<file path="config.mk">
export PLATFORM = sky130hd
export DESIGN_NAME = uart_tx_fifo
export DESIGN_NICKNAME = d
export VERILOG_FILES = /design/src/rtl/uart_tx_fifo.sv
export SDC_FILE = /design/constraint.sdc
export NUM_CORES = 1
export LEC_CHECK = 0
export ABC_AREA = 1
export CAP_MARGIN = 15
export CORE_MARGIN = 2
export CORE_UTILIZATION = 25
export DETAILED_ROUTE_END_ITERATION = 10
export PLACE_DENSITY = 0.47
export REMOVE_ABC_BUFFERS = 1
export SLEW_MARGIN = 20
export SYNTH_ARGS = -nofsm -noshare
export SYNTH_HDL_FRONTEND = slang
export SYNTH_SLANG_ARGS = --single-unit
</file>
<file path="constraint.sdc">
create_clock -name clk -period 2.8 [get_ports clk]
set_input_delay 0.28 -clock clk [delete_from_list [all_inputs] [get_ports clk]]
set_output_delay 0.28 -clock clk [all_outputs]
set_load 0.02 [all_outputs]
</file>
<file path="src/rtl/uart_tx_fifo.sv">
// UART transmitter with an integrated transmit FIFO and configurable frame format.
// Frames stream back-to-back while words are queued; all outputs are registered.
module uart_tx_fifo #(
    parameter int CLOCK_RATE = 100_000_000,
    parameter int BAUD_RATE  = 9600,
    parameter int DATA_BITS  = 8,
    parameter int PARITY     = 0,
    parameter int STOP_BITS  = 1,
    parameter int FIFO_DEPTH = 16
) (
    input  logic                 clk,
    input  logic                 reset_n,
    input  logic                 wr_en,
    input  logic [DATA_BITS-1:0] wr_data,
    output logic                 full,
    output logic                 empty,
    output logic                 overflow,
    output logic                 tx,
    output logic                 busy,
    output logic                 done
);
    localparam int BIT_CYCLES = CLOCK_RATE / BAUD_RATE;
    localparam int BAUD_W     = $clog2(BIT_CYCLES);
    localparam int PTR_W      = $clog2(FIFO_DEPTH);
    localparam int CNT_W      = PTR_W + 1;
    localparam logic [BAUD_W-1:0] BAUD_LAST = BAUD_W'(BIT_CYCLES - 1);
    localparam logic [2:0]        DATA_LAST = 3'(DATA_BITS - 1);
    localparam logic [2:0]        STOP_LAST = 3'(STOP_BITS - 1);
    localparam logic [CNT_W-1:0]  DEPTH_CNT = CNT_W'(FIFO_DEPTH);

    typedef enum logic [2:0] {S_IDLE, S_START, S_DATA, S_PARITY, S_STOP} state_t;

    function automatic logic parity_bit(input logic [DATA_BITS-1:0] d);
        logic p;
        p = ^d;
        if (PARITY == 2) begin
            return ~p;
        end else begin
            return p;
        end
    endfunction

    logic [DATA_BITS-1:0] mem_r [FIFO_DEPTH];
    logic [PTR_W-1:0]     wr_ptr_r, rd_ptr_r;
    logic [CNT_W-1:0]     count_r, count_s;
    logic                 full_r, empty_r, overflow_r;
    state_t               state_r, state_s;
    logic [BAUD_W-1:0]    baud_r, baud_s, baud_inc_s;
    logic [2:0]           bit_r, bit_s;
    logic [DATA_BITS-1:0] shift_r, shift_s;
    logic                 par_r, par_s;
    logic                 tx_r, tx_s, busy_r, busy_s, done_r, done_s;
    logic                 push_s, pop_s, bit_end_s;

    assign full     = full_r;
    assign empty    = empty_r;
    assign overflow = overflow_r;
    assign tx       = tx_r;
    assign busy     = busy_r;
    assign done     = done_r;

    // Frame sequencer: next state, counters and the registered-output values for the next cycle.
    always_comb begin
        state_s    = state_r;
        baud_s     = baud_r;
        bit_s      = bit_r;
        shift_s    = shift_r;
        par_s      = par_r;
        pop_s      = 1'b0;
        bit_end_s  = (baud_r == BAUD_LAST);
        baud_inc_s = baud_r + {{(BAUD_W-1){1'b0}}, 1'b1};
        case (state_r)
            S_IDLE: begin
                baud_s = '0;
                bit_s  = 3'd0;
                if (!empty_r) begin
                    pop_s   = 1'b1;
                    shift_s = mem_r[rd_ptr_r];
                    par_s   = parity_bit(mem_r[rd_ptr_r]);
                    state_s = S_START;
                end else begin
                    state_s = S_IDLE;
                end
            end
            S_START: begin
                if (bit_end_s) begin
                    baud_s  = '0;
                    bit_s   = 3'd0;
                    state_s = S_DATA;
                end else begin
                    baud_s = baud_inc_s;
                end
            end
            S_DATA: begin
                if (bit_end_s) begin
                    baud_s  = '0;
                    shift_s = {1'b0, shift_r[DATA_BITS-1:1]};
                    if (bit_r == DATA_LAST) begin
                        bit_s   = 3'd0;
                        state_s = (PARITY != 0) ? S_PARITY : S_STOP;
                    end else begin
                        bit_s = bit_r + 3'd1;
                    end
                end else begin
                    baud_s = baud_inc_s;
                end
            end
            S_PARITY: begin
                if (bit_end_s) begin
                    baud_s  = '0;
                    bit_s   = 3'd0;
                    state_s = S_STOP;
                end else begin
                    baud_s = baud_inc_s;
                end
            end
            S_STOP: begin
                if (bit_end_s) begin
                    baud_s = '0;
                    if (bit_r == STOP_LAST) begin
                        bit_s = 3'd0;
                        // Pop in the final stop cycle so the next start bit follows with no gap.
                        if (!empty_r) begin
                            pop_s   = 1'b1;
                            shift_s = mem_r[rd_ptr_r];
                            par_s   = parity_bit(mem_r[rd_ptr_r]);
                            state_s = S_START;
                        end else begin
                            state_s = S_IDLE;
                        end
                    end else begin
                        bit_s = bit_r + 3'd1;
                    end
                end else begin
                    baud_s = baud_inc_s;
                end
            end
            default: begin
                state_s = S_IDLE;
                baud_s  = '0;
                bit_s   = 3'd0;
            end
        endcase

        case (state_s)
            S_START:  tx_s = 1'b0;
            S_DATA:   tx_s = shift_s[0];
            S_PARITY: tx_s = par_s;
            default:  tx_s = 1'b1;
        endcase
        busy_s = (state_s != S_IDLE);
        done_s = (state_s == S_STOP) && (baud_s == BAUD_LAST) && (bit_s == STOP_LAST);
    end

    // FIFO occupancy: accept only when not full before the edge.
    always_comb begin
        push_s = wr_en && !full_r;
        case ({push_s, pop_s})
            2'b10:   count_s = count_r + {{(CNT_W-1){1'b0}}, 1'b1};
            2'b01:   count_s = count_r - {{(CNT_W-1){1'b0}}, 1'b1};
            default: count_s = count_r;
        endcase
    end

    // FIFO storage; contents need no reset since empty gates every read.
    always_ff @(posedge clk) begin
        if (push_s) begin
            mem_r[wr_ptr_r] <= wr_data;
        end
    end

    // Control registers and registered outputs.
    always_ff @(posedge clk or negedge reset_n) begin
        if (!reset_n) begin
            wr_ptr_r   <= '0;
            rd_ptr_r   <= '0;
            count_r    <= '0;
            full_r     <= 1'b0;
            empty_r    <= 1'b1;
            overflow_r <= 1'b0;
            state_r    <= S_IDLE;
            baud_r     <= '0;
            bit_r      <= 3'd0;
            shift_r    <= '0;
            par_r      <= 1'b0;
            tx_r       <= 1'b1;
            busy_r     <= 1'b0;
            done_r     <= 1'b0;
        end else begin
            if (push_s) begin
                wr_ptr_r <= wr_ptr_r + {{(PTR_W-1){1'b0}}, 1'b1};
            end
            if (pop_s) begin
                rd_ptr_r <= rd_ptr_r + {{(PTR_W-1){1'b0}}, 1'b1};
            end
            count_r    <= count_s;
            full_r     <= (count_s == DEPTH_CNT);
            empty_r    <= (count_s == '0);
            overflow_r <= wr_en && full_r;
            state_r    <= state_s;
            baud_r     <= baud_s;
            bit_r      <= bit_s;
            shift_r    <= shift_s;
            par_r      <= par_s;
            tx_r       <= tx_s;
            busy_r     <= busy_s;
            done_r     <= done_s;
        end
    end

endmodule
</file>
Word-level counts from Yosys, hierarchy flattened
Memory sizes are Yosys's and may differ from the RTL's. Cells that the tools add are included.

Bits in latches: 0. Register bits: 48. Memory bits (writable): 128. Output and inout bits: 6. ROM bits: 0. Memories kept: 1. Input port bits: 11. Logic and storage cells: 87.

$add $sub $neg: 6. Reduce and logical (&&, ||, !) cells: 15. Shift-type cells: 0. Div/mod/pow operators: 0. $lt $le $gt $ge: 0. Multiplexer cells: 33. Multiply operators: 0. Equal/unequal tests: 17. Bitwise logic cells: 0.

Memories: mem_r (depth 16, bits a word 8, rd ports 1, clocked after Yosys merged registers in 0, write ports 1, RTL line 43) `logic [DATA_BITS-1:0] mem_r [FIFO_DEPTH];`.

Operator list (number): $mux 3 (11); $mux 8 (4); $eq 14x14->1 const B (2); $mux 14 (2); $pmux 8 s3 (1); $pmux 3 s5 (1); $add 14x1->14 const B (1); $eq 3x2->1 const B (4); $pmux 5 s2 (1); $eq 3x3->1 const B (3); $logic_not 3->1 (3); $mux 1 (9); $pmux 3 s3 (1); $add 4x1->4 const B (2); $reduce_xor 8->1 (1); $eq 3x1->1 const B (2); $ne 2x2->1 const B (3); $reduce_bool 3->1 (2); $add 5x1->5 const B (1); $eq 5x5->1 const B (1); $logic_not 5->1 (1); $sub 5x1->5 const B (1); $logic_and 1x1->1 (4); $pmux 1 s2 (2); other kinds (8) (8).

Logic depth before layout (Yosys ltp)
Gate-level depths: netlist of run 1.

Word-level depth: 7. Mapped depth: 20. Depth with buffers taken out: 20.

Least setup slack after synthesis of run 1
OpenSTA, ideal clock, no wires.

Kind: flip-flop to flip-flop. Start: register baud_r[0]. End: register empty_r, in the netlist empty. Arrival: 2.256 ns. Library setup time: 0.067 ns. Stages on the path, launching flop included: 17. Data required time: 2.733 ns. Path buffers: 0. Period minus slack after synthesis: 2.323 ns. Path slack: 0.477 ns. Cell sequence: dfrtp_1 > ha_1 > nand3_2 > nor3_4 > nand3_2 > nand2_4 > nand2_2 > inv_2 > nand3_1 > nand2_1 > ha_1 > o21ai_0 > inv_1 > or2_2 > nor2_1 > nand3_2 > nor2_1.

Longest elaborated chain between the ends: 6. Elaborated cells on any way between the ends: 7. Those cells by class: 3 x eq/ne; 3 x mux; 1 x reduce/logical.

RTL lines: from (decl) (RTL line 48) `logic [BAUD_W-1:0] baud_r, baud_s, baud_inc_s;`; from (signal assigned) (RTL line 201) `baud_r <= baud_s;`; $eq 14x14->1 * (RTL line 70) `bit_end_s = (baud_r == BAUD_LAST);`; $mux 1 * (RTL line 118) `if (bit_end_s) begin`; $pmux 1 s2 * (RTL line 72) `case (state_r)`; $eq 2x1->1 or $eq 2x2->1 (tied branches) (RTL line 158) `case ({push_s, pop_s})`; $pmux 5 s2 * (RTL line 158); named net count_s[1] (RTL line 45) `logic [CNT_W-1:0] count_r, count_s;`; $logic_not 5->1 * (RTL line 198) `empty_r <= (count_s == '0);`; to (signal assigned) (RTL line 198); to (decl) (RTL line 46) `logic full_r, empty_r, overflow_r;`.

Mark *: on every way through the listed nets, which the timed path passes. The rest lies on a longest branch. A chain may end at the register's enable or synchronous reset.

Worst setup path in the final report of run 1
Start: register baud_r[0]. End: register full_r, in the netlist full.

Longest elaborated chain between the ends: 6. Elaborated cells on any way between the ends: 7. Those cells by class: 4 x eq/ne; 3 x mux.

RTL lines: $eq 14x14->1 * (RTL line 70); $mux 1 * (RTL line 118); $pmux 1 s2 * (RTL line 72); $eq 2x1->1 or $eq 2x2->1 (tied branches) (RTL line 158); $pmux 5 s2 * (RTL line 158); named net count_s[1] (RTL line 45); $eq 5x5->1 * (RTL line 197) `full_r <= (count_s == DEPTH_CNT);`; to (signal assigned) (RTL line 197); to (decl) (RTL line 46).

Marked as above.

==> results of run 1 <==
[synthesized netlist by cell type (3+ instances only)]
library cell and n:
o211ai_1 3, edfxtp_1 128, nand2_1 278, xor2_1 9, nand4_1 7, nor2_1 58, ha_1 11, clkbuf_1 3
nor2_2 5, or2_2 3, buf_2 15, buf_4 4, xnor2_1 3, nand2_2 7, o21ai_0 29, o21ai_1 3
inv_2 14, o221ai_1 6, buf_6 5, nor3_1 4, nand3_2 5, inv_1 94, nand3_1 90, dfrtp_1 46
a21oi_1 9
[area by class of cell]
cell class	instances	area, um2
clock buffers	17	425
clock inverters	15	174
fillers	3484	22800
inverters	112	428
multi-input cells	547	2620
flip-flops and latches	176	5050
well taps	442	553
repair buffers	49	443
[routing by layer]
metal	global-route usage, %	vias to the layer above	part of all wire, %
met2	20.4	68	49
met3	2.47	12	3.0
met4	3.28	0	1.2
met1	15.9	2667	47
li1	-	2901	-
met5	0	-	0
[final timing paths]
kind                            cells past startpoint  slack [ns]                endpoint
worst max-delay path                               16        0.30          full$_DFF_PN0_
worst min-delay path                                2        0.38  shift_r[6]$_DFFE_PN0P_
worst max register to register                     16        0.30          full$_DFF_PN0_
worst min register to register                      2        0.50  shift_r[3]$_DFFE_PN0P_
max in group asynchronous                           3        1.71         empty$_DFF_PN1_
min in group clk                                    3        0.39      overflow$_DFF_PN0_
[metrics by stage]
step | util [%] | TNS (ns) | instance area (um2)
floorplan | - | -0.214 | 8070
global placement | 27.8 | 0 | 9060
detailed placement | 27.8 | 0 | 9060
CTS | 29.7 | 0 | 9670
global route | 29.8 | 0 | 9690
finish | 29.8 | 0 | 9690
[cell families (layout without fill, tap and decap cells)]
kind of cell	after synthesis	in the layout
compound gates	57	57
xor+xnor	12	12
flops	176	176
simple gates	467	467
fa+ha+maj	11	11
buf+inv	139	193
[worst max-delay path: stages, from the launching register on]
cell and delay (ns):
dfrtp_1 0.41, ha_4 0.17, nand3_4 0.10, nor3_4 0.21, nand3_2 0.13, nand2_4 0.12, nand2_2 0.09, inv_4 0.09
nand3_1 0.06, nand2_1 0.08, ha_1 0.22, o21ai_1 0.11, inv_1 0.06, or2_2 0.26, nor2_1 0.13, nand3_2 0.09
nor2_1 0.08
[power by group]
part,leakage (nW),internal (mW),switching [mW]
combinational,2.04,1.05,2.17
sequential,1.76,3.20,0.207
clock,0.301,1.35,1.09
[sequential cells by signal, indices dropped and copies added, names as in the netlist]
name and flops:
empty 1, tx 1, full 1, mem_r 128, state_r 3, bit_r 3, shift_r 8, overflow 1
busy 1, count_r 5, wr_ptr_r 4, baud_r 14, par_r 1, rd_ptr_r 4, done 1
[repair_timing]
item,in CTS,in global routing
resized for setup,0,5
endpoints found under the hold margin,21,0
buffers inserted,0,0
endpoints found under the setup margin,0,2
hold buffers,1,0
==> metrics.md, run 1 <==
| Metric | Value |
|---|---|
| Post-synthesis compound-gate area fraction | `4.11%` |
| Worst min path class | `input port to async pin` |
| Largest net degree at the start of global routing | `69` |
| Die Y | `186 um` |
| Syn avg cell area | `9.57 um2` |
| Fin nets | `925` |
| Peak VDD IR | `503 uV` |
| Max Root-Sink Buffers | `2` |
| Number of enable flip-flop cells after synthesis | `128` |
| DP Worst Slack | `~0.22 ns` |
| Max-slew headroom | `46.3%` |
| Drt via density | `4.16` |
| Antenna violation net count after detailed routing | `0` |
| Clk pin slew, worst setup/hold paths | `roughly 0.070 ns` |
| Top Ports | `17` |
| Top post-synthesis cells by area | `edfxtp_1 47%, dfrtp_1 14%, nand2_1 13%` |
| Worst r2r src | `baud_r[0]$_DFF_PN0_` |
| Synth async-reset ratio | `27.3%` |
| I/O Buffers | `16` |
| Die W | `186 um` |
| Area share of the largest cell type after synthesis | `46.6%` |
| HPWL after DPL | `12700 um` |
| Most common cell after layout, fill and taps aside | `nand2_1` |
| Kind of end point of the critical path | `register` |
| Placed Cells | `1325` |
| Num rows | `66` |
| Fraction of layout cells with a size suffix above 1 | `around an eighth` |
| P_leak | `4.10 nW` |
| Worst setup SP type | `register` |
| Critical path launch point | `baud_r[0]$_DFF_PN0_` |
| Total power | `approximately 9.1 mW` |
| CTS root buf | `clkbuf_16` |
| Initial core utilization | `~25%` |
| Final hold violation count | `0` |
| Wire per inst | `14.3 um` |
| Synth warn | `0` |
| Final period util | `89.3%` |
| Final Non-Filler Cells | `approximately 1400` |
| RSZ-0062 raised after global routing | `false` |
| Commonest cells after routing, fill and taps aside | `278 x nand2_1, 128 x edfxtp_1, 94 x inv_1, 90 x nand3_1, 58 x nor2_1` |
| Global-route total usage across every layer | `12.1%` |
| Num CTS Buffers | `17` |
| Vias in the first global route | `~5600` |
| Post-synth top area cell | `edfxtp_1` |
| Clk_lat worst skew | `0.44 ns` |
| Status | `finished clean` |
| Drc violations | `0` |
| CP arrival | `2.87 ns` |
| Iteration-0 DRC Markers | `284` |
| CTS H-tree depth | `4` |
| GPL Wtd Cong | `about 0.78` |
| N_diodes | `0` |
| Post-synthesis simple-gate area fraction | `24.5%` |
| TritonCTS clock tree | `done` |
| Wire length of the first global-routing pass | `between 30000 and 40000 um` |
| Required @ worst endpoint | `3.17 ns` |
| Worst Clk Skew | `just over 0.009 ns` |
| Final setup violating endpoints | `0` |
| Post-synth cell types | `41` |
| Router iterations before antenna repair | `4` |
| Main combinational cell family by area after synthesis | `simple AND/OR/NAND/NOR gates` |
| Synth Area in Adders | `1.67%` |
| Cells after Synth | `862` |
| Max-cap violations | `0` |
| Synth Cell Area | `8250 um2` |
| Sequential element share of the synthesized area | `about three fifths` |
| Crit path max fanout | `7` |
| Fmax | `around 400 MHz` |
| Final WS setup | `0.300 ns` |
| GRT overflow | `0` |
| Seq cells post-synth | `176` |
| Clock Sinks | `176` |
| Final min period | `around 2.5 ns` |
| Hold WS | `0.382 ns` |
| P per Cell Area | `between 900 and 1000 nW/um2` |
| Xor/xnor cell area share of the yosys netlist | `1.27%` |
| Initial antenna violation count | `0` |
| Drt total wl | `19500 um` |
| Setup Crit Path Kind | `register to register` |
| Fin. max-slew vios | `0` |
| Multiplexer share of the synthesized area | `0%` |
| Vias post-DR | `5648` |
| Core Area | `32500 um2` |
| Syn-to-layout area delta | `17.5%` |
| Total die area | `34500 um2` |
| Worst-margin pin slew | `0.802 ns` |
| Main synth FF type | `edfxtp_1` |
No activity file was read; power rests on OpenSTA's default activity.
==> run 2, diff against run 1 <==
HOLD_SLACK_MARGIN = 0.02   (was not set)
==> results of run 2 <==
No change in the layout: final DEF, timing and power equal those of run 1.
==> run 3, diff against run 2 <==
SLEW_MARGIN = 15   (was 20)
==> results of run 3 <==
No change in the layout: final DEF, timing and power equal those of run 1.
